==> src/rtl/program_run_controller.sv <==
// Run sequencer: accepts a four-phase req, launches the core at a table-selected
// entry PC, gates execution, and acks on done-PC match or cycle-limit timeout.
module program_run_controller #(
  parameter int PC_BITS      = 10,
  parameter int NUM_PROGRAMS = 4,
  parameter int CNT_BITS     = 16,
  parameter int MAX_CYCLES   = 50000,
  parameter int DEFAULT_DONE = 435,
  localparam int SEL_BITS    = $clog2(NUM_PROGRAMS)
) (
  input  logic                clock,
  input  logic                reset,
  input  logic                req,
  input  logic [SEL_BITS-1:0] prog_sel,
  input  logic [PC_BITS-1:0]  pc,
  input  logic                cfg_we,
  input  logic [SEL_BITS-1:0] cfg_idx,
  input  logic [PC_BITS-1:0]  cfg_start,
  input  logic [PC_BITS-1:0]  cfg_done,
  output logic                core_start,
  output logic [PC_BITS-1:0]  start_pc,
  output logic                run_en,
  output logic                busy,
  output logic                ack,
  output logic                timeout,
  output logic [CNT_BITS-1:0] cycle_count
);

  typedef enum logic [1:0] {
    IDLE   = 2'd0,
    LAUNCH = 2'd1,
    RUN    = 2'd2,
    DONE   = 2'd3
  } state_t;

  localparam logic [PC_BITS-1:0]  default_done = PC_BITS'(DEFAULT_DONE);
  localparam logic [CNT_BITS-1:0] max_count    = CNT_BITS'(MAX_CYCLES);

  state_t              state;
  logic [SEL_BITS-1:0] sel_reg;
  logic [PC_BITS-1:0]  start_tab [NUM_PROGRAMS];
  logic [PC_BITS-1:0]  done_tab  [NUM_PROGRAMS];

  // Table is writable only in IDLE, so the latched entry is stable for a whole run.
  always_ff @(posedge clock) begin
    if (reset) begin
      for (int i = 0; i < NUM_PROGRAMS; i++) begin
        start_tab[i] <= '0;
        done_tab[i]  <= default_done;
      end
    end else if (cfg_we && state == IDLE) begin
      start_tab[cfg_idx] <= cfg_start;
      done_tab[cfg_idx]  <= cfg_done;
    end
  end

  always_ff @(posedge clock) begin
    if (reset) begin
      state       <= IDLE;
      sel_reg     <= '0;
      core_start  <= 1'b0;
      start_pc    <= '0;
      run_en      <= 1'b0;
      busy        <= 1'b0;
      ack         <= 1'b0;
      timeout     <= 1'b0;
      cycle_count <= '0;
    end else begin
      case (state)
        IDLE: begin
          // A same-cycle table write takes precedence; the run starts next cycle.
          if (req && !cfg_we) begin
            sel_reg     <= prog_sel;
            start_pc    <= start_tab[prog_sel];
            cycle_count <= '0;
            timeout     <= 1'b0;
            core_start  <= 1'b1;
            busy        <= 1'b1;
            state       <= LAUNCH;
          end
        end
        LAUNCH: begin
          core_start <= 1'b0;
          run_en     <= 1'b1;
          state      <= RUN;
        end
        RUN: begin
          cycle_count <= cycle_count + 1'b1;
          if (!req) begin
            run_en <= 1'b0;
            busy   <= 1'b0;
            state  <= IDLE;
          end else if (pc == done_tab[sel_reg]) begin
            run_en  <= 1'b0;
            ack     <= 1'b1;
            timeout <= 1'b0;
            state   <= DONE;
          end else if (cycle_count + 1'b1 == max_count) begin
            run_en  <= 1'b0;
            ack     <= 1'b1;
            timeout <= 1'b1;
            state   <= DONE;
          end
        end
        DONE: begin
          if (!req) begin
            ack   <= 1'b0;
            busy  <= 1'b0;
            state <= IDLE;
          end
        end
        default: state <= IDLE;
      endcase
    end
  end

endmodule
==> config.mk <==
export PLATFORM = sky130hd
export DESIGN_NAME = program_run_controller
export DESIGN_NICKNAME = d
export VERILOG_FILES = /design/src/rtl/program_run_controller.sv
export SDC_FILE = /design/constraint.sdc
export NUM_CORES = 1
export LEC_CHECK = 0
export CORE_MARGIN = 8
export CORE_UTILIZATION = 43
export DETAILED_ROUTE_END_ITERATION = 8
export DONT_BUFFER_PORTS = 1
export GPL_ROUTABILITY_DRIVEN = 0
export PLACE_DENSITY = 0.62
export SLEW_MARGIN = 20
export SYNTH_ARGS = -nofsm -noshare
export SYNTH_HDL_FRONTEND = slang
export SYNTH_SLANG_ARGS = --single-unit
==> constraint.sdc <==
create_clock -name clock -period 9.6 [get_ports clock]
set_clock_uncertainty 0.2 [all_clocks]
set_input_delay 0 -clock clock [delete_from_list [all_inputs] [get_ports clock]]
set_output_delay 0 -clock clock [all_outputs]
set_load 0.01 [all_outputs]
Yosys cells after proc, flatten, opt, wreduce, memory -nomap -nowiden
Memory sizes are Yosys's and may differ from the RTL's. A register that Yosys moved wholly into a read port is not among the register bits.
Cells that the tools add are included.
{ "op_classes": {"add_sub_neg": 1, "n_reduce_logical": 20, "n_mux": 37, "n_eq_ne": 11} }
{ "op_table": {"columns": ["op", "n"], "rows": [
  ["$pmux 16 s2", 1],
  ["$mux 10", 2],
  ["$reduce_or 10->1", 2],
  ["$mux 1", 18],
  ["$mux 2", 9],
  ["$add 16x1->16 const B", 1],
  ["$eq 16x16->1 const B", 1],
  ["$mux 16", 1],
  ["$eq 10x10->1", 1],
  ["$pmux 1 s2", 5],
  ["$reduce_bool 2->1", 5],
  ["$pmux 2 s4", 1],
  ["$reduce_and 2->1", 4],
  ["$reduce_and 4->1", 2],
  ["$ne 2x2->1 const B", 3],
  ["$reduce_and 3->1", 2],
  ["$eq 2x2->1 const B", 2],
  ["$ne 4x4->1 const B", 1],
  ["$ne 3x3->1 const B", 1],
  ["$eq 2x1->1 const B", 1],
  ["$logic_and 1x1->1", 2],
  ["$logic_not 2->1", 1],
  ["$ne 2x1->1 const B", 1],
  ["$reduce_or 2->1", 1],
  ["$logic_not 1->1", 1]
]} }
{ "totals": {"ram_bits": 80, "word_cells": 79, "memories": 2, "reg_bits": 25} }
{ "mem_list": {"columns": ["memory", "words", "word_bits", "rd", "rd_ports_with_merged_regs", "write_ports", "line", "text"], "rows": [
  ["done_tab", 4, 10, 1, 1, 4, "42", "logic [PC_BITS-1:0] done_tab [NUM_PROGRAMS];"],
  ["start_tab", 4, 10, 1, 1, 4, "41", "logic [PC_BITS-1:0] start_tab [NUM_PROGRAMS];"]
]} }

Logic depth before layout (Yosys ltp)
{ "logic_depth": {"ltp_word": 7, "mapped_depth": 9, "mapped_depth_nobuf": 8} }

Worst setup path before layout
OpenSTA, ideal clock, no wires.
{ "synth_path": {"kind": "register -> register", "start": "register state[0]", "end": "memory done_tab[3][0] (enable)", "t_arrival_ns": 2.371, "synth_period_minus_slack_ns": 2.995, "path_stages_with_launch": 5, "setup_slack_ns": 6.605, "required_time_ns": 8.975, "cell_sequence": "dfxtp_1 inv_1 ha_1 nand2_1 o21ai_0"} }
{ "synth_rtl": {"columns": ["item", "line", "text"], "rows": [
  ["from (decl)", "39", "state_t state;"],
  ["from (signal assigned)", "59", "state <= IDLE;"],
  ["from (signal assigned)", "79", "state <= LAUNCH;"],
  ["from (signal assigned)", "85", "state <= RUN;"],
  ["to (decl)", "42", null]
]} }

Worst setup path in the final report
{ "layout_path": {"start": "register cycle_count[0]", "end": "register state[0]"} }
{ "layout_between": {"elab_chain_cells": 4} }
{ "layout_rtl": {"columns": ["item", "line", "text"], "rows": [
  ["from (decl)", "26", "output logic [CNT_BITS-1:0] cycle_count"],
  ["from (signal assigned)", "88", "cycle_count <= cycle_count + 1'b1;"],
  ["$add 16x1->16", "98", "end else if (cycle_count + 1'b1 == max_count) begin"],
  ["$eq 16x16->1", "98", null],
  ["$ne 4x4->1 (no source line)", null, null],
  ["$reduce_and 3->1 (no source line)", null, null],
  ["to (signal assigned)", "97", "state <= DONE;"],
  ["to (signal assigned)", "102", "state <= DONE;"],
  ["to (signal assigned)", "109", "state <= IDLE;"]
]} }
Every way passes these cells.
A chain may end at the register's enable or synchronous reset.

==> qor.yml <==
drt_wl_total_um: 13230
drv_cap: 0
critPathKind: "reg -> reg"
synth_nets: 520
slew_violations: 0
reg.largest.list: "done_tab x40, start_tab x40, cycle_count x16"
cts_resized: 0
path_clk_slew_ps: 50
io_pins: 69
dieArea_um2: 16920
synthCells: 476
worst_slack_ps: 5954
pre_cts_slack_ps: 6533
clock_sinks: 117
drive_gt1_frac: 0.1190
ys.warnings.count: 0
grt_overflow: 0
cts-hold-fix-buffers: 39
dpl.hpwl_um: 8327
ys_seq_elements: 117
dr.first_iter.drc_count: 303
drcViolationCount: 0
n_fill_cell: 1118
cts_inserted_buffers: 17
drt-pass1-iter-count: 5
status: "completed"
cp_max_fo: 13
synth_top_cell_by_area: "edfxtp_1"
clk_latency_ps: 420
synth_top_area_frac: 0.4292
peakVddDrop_mv: 0.1337
viasPerCell: 5.465
synth_flop_cell: "edfxtp_1"
max_slew_margin: 0.3232
setup.worst_path.end_class: "register"
synthArstFlopShare: 0
grt_pass1_vias: 3842
grt_use_total: 0.1685
syn-cell-area_um2: 5597
die_h_um: 130.1
holdWs_ps: 20.02
cts_max_level: 4
powerDensity_nw_per_um2: 219.0
dieWidth_um: 130.1
area_growth_pct: 21.55
min_path_type: "in -> reg"
via_count: 3793
fin_util: 0.5369
nNetsFinal: 552
rows: 41
grt_antenna_before_repair: 1
syn_area_per_cell_um2: 11.76
routedWlPerCell_um: 19.06
worst-endpoint-arrival_ps: 3800
initial_core_util: 0.4417
cts_setup_buffers: 0
setup_violations: 0
fin_tns_setup_ps: 0
synth_seq_area_share: 0.5616
min_period_ps: 3646
cts_tree: "done"
hold_viol_final: 0
worstMarginPinSlew_ps: 1011
max_freq_mhz: 274.2
leakage_nw: 2.243
synth.area.top_cells: "edfxtp_1 43%, dfxtp_1 13%, and2_1 6.5%"
core_area_um2: 12670
worst_setup_path_start_kind: "register"
grt_max_degree: 43
grt_pass1_wl_um: 21180
worstPathRequired_ps: 9760
clk_path_buf_depth: 2
ant_nets: 0
rsz0062_at_grt: "no"
synth_edf_count: 80
ys_types: 53
root_buffer: "clkbuf_16"
portBuffers: 0
fin_crit_sh: 0.3798
path summary, 6_finish.rpt:
| check | end | cells past startpoint | slack (ps) | startpoint |
|---|---|---|---|---|
| setup / recovery | state[0] | 9 | 5950 | cycle_count[0] |
| hold / removal | start_pc[7] | 3 | 20 | cfg_we |
| setup reg to reg | state[0] | 9 | 5950 | cycle_count[0] |
| hold reg to reg | sel_reg[0] | 2 | 270 | sel_reg[0] |
layer usage:
layer  up-vias  wire [um]  GRT usage
li1       1811          -          -
met1      1849       5441     0.1928
met2       117       6504     0.2764
met3        16       1096    0.06977
met4         0        182    0.06421
met5         -          0          0
through the flow:
stage | total power [mW] | cell area, um^2 | cells
2_1_floorplan | 0.7261 | 5597 | 476
3_3_place_gp | 0.7613 | 5738 | 622
3_5_place_dp | 0.7654 | 5738 | 622
4_1_cts | 1.502 | 6800 | 693
5_1_grt | 1.552 | 6803 | 694
6_report | 1.490 | 6803 | 694
kinds of logic after synthesis:
group | after synthesis | share of synthesized area
AO/OA/AOI/OAI | 69 | 0.08071
XOR/XNOR | 15 | 0.02482
adder cells (fa/ha/maj) | 6 | 0.01341
buffers and inverters | 39 | 0.02862
flip-flops | 117 | 0.5616
multiplexers | 21 | 0.08898
AND/OR/NAND/NOR | 209 | 0.2019
cell usage in the layout (no fill, tap or decap), types with 3 or more instances in the layout:
master,instances
clkbuf_16,17
nand4_1,8
or3_1,10
o21ai_1,3
clkinvlp_4,4
or2_2,3
buf_4,5
nand2_1,44
a21oi_1,32
nand3_1,11
mux4_2,10
bufinv_16,6
inv_1,8
nand2b_1,18
dlygate4sd3_1,38
edfxtp_1,80
and2_1,58
mux4_1,10
nor2_1,33
and4_1,3
o21ai_0,12
dfxtp_1,37
xnor2_1,12
nor3_1,4
a311oi_1,6
ha_1,6
nor4_1,4
cell usage after synthesis (4+ instances only):
cell type	count
edfxtp_1	80
and2_1	58
nand2_1	44
dfxtp_1	37
nor2_1	33
a21oi_1	32
clkbuf_1	23
nand2b_1	18
o21ai_0	14
xnor2_1	12
nand3_1	11
mux4_1	10
mux4_2	10
or3_1	10
inv_1	8
nand4_1	8
a311oi_1	6
ha_1	6
nor3_1	5
buf_2	4
nor4_1	4
worst max-delay path: stages (launching register included):
cell and delay [ps]:
dfxtp_1 530, ha_1 460, or3b_1 390, a21oi_1 150
o211ai_1 130, a2111o_1 440, o21bai_2 240, o221ai_2 170
a221oi_2 290, dlygate4sd3_1 580
power by group:
part	internal [mW]	total [mW]	switching, mW
Sequential	0.579	0.604	0.0249
Clock	0.484	0.712	0.228
Combinational	0.0713	0.175	0.103
layout make-up:
cell class / instances / area (um^2) / share of cell area
Antenna cell: 1 / 2.502 / 0.0003679
Clock buffer: 18 / 429.2 / 0.06309
Clock inverter: 14 / 232.7 / 0.03421
Inverter: 8 / 30.03 / 0.004414
Multi-Input combinational cell: 320 / 2312 / 0.3399
Sequential cell: 117 / 3143 / 0.4620
Tap cell: 172 / 215.2 / 0.03164
Timing Repair Buffer: 44 / 437.9 / 0.06437
Note: power is estimated with default switching activity, not from simulation.
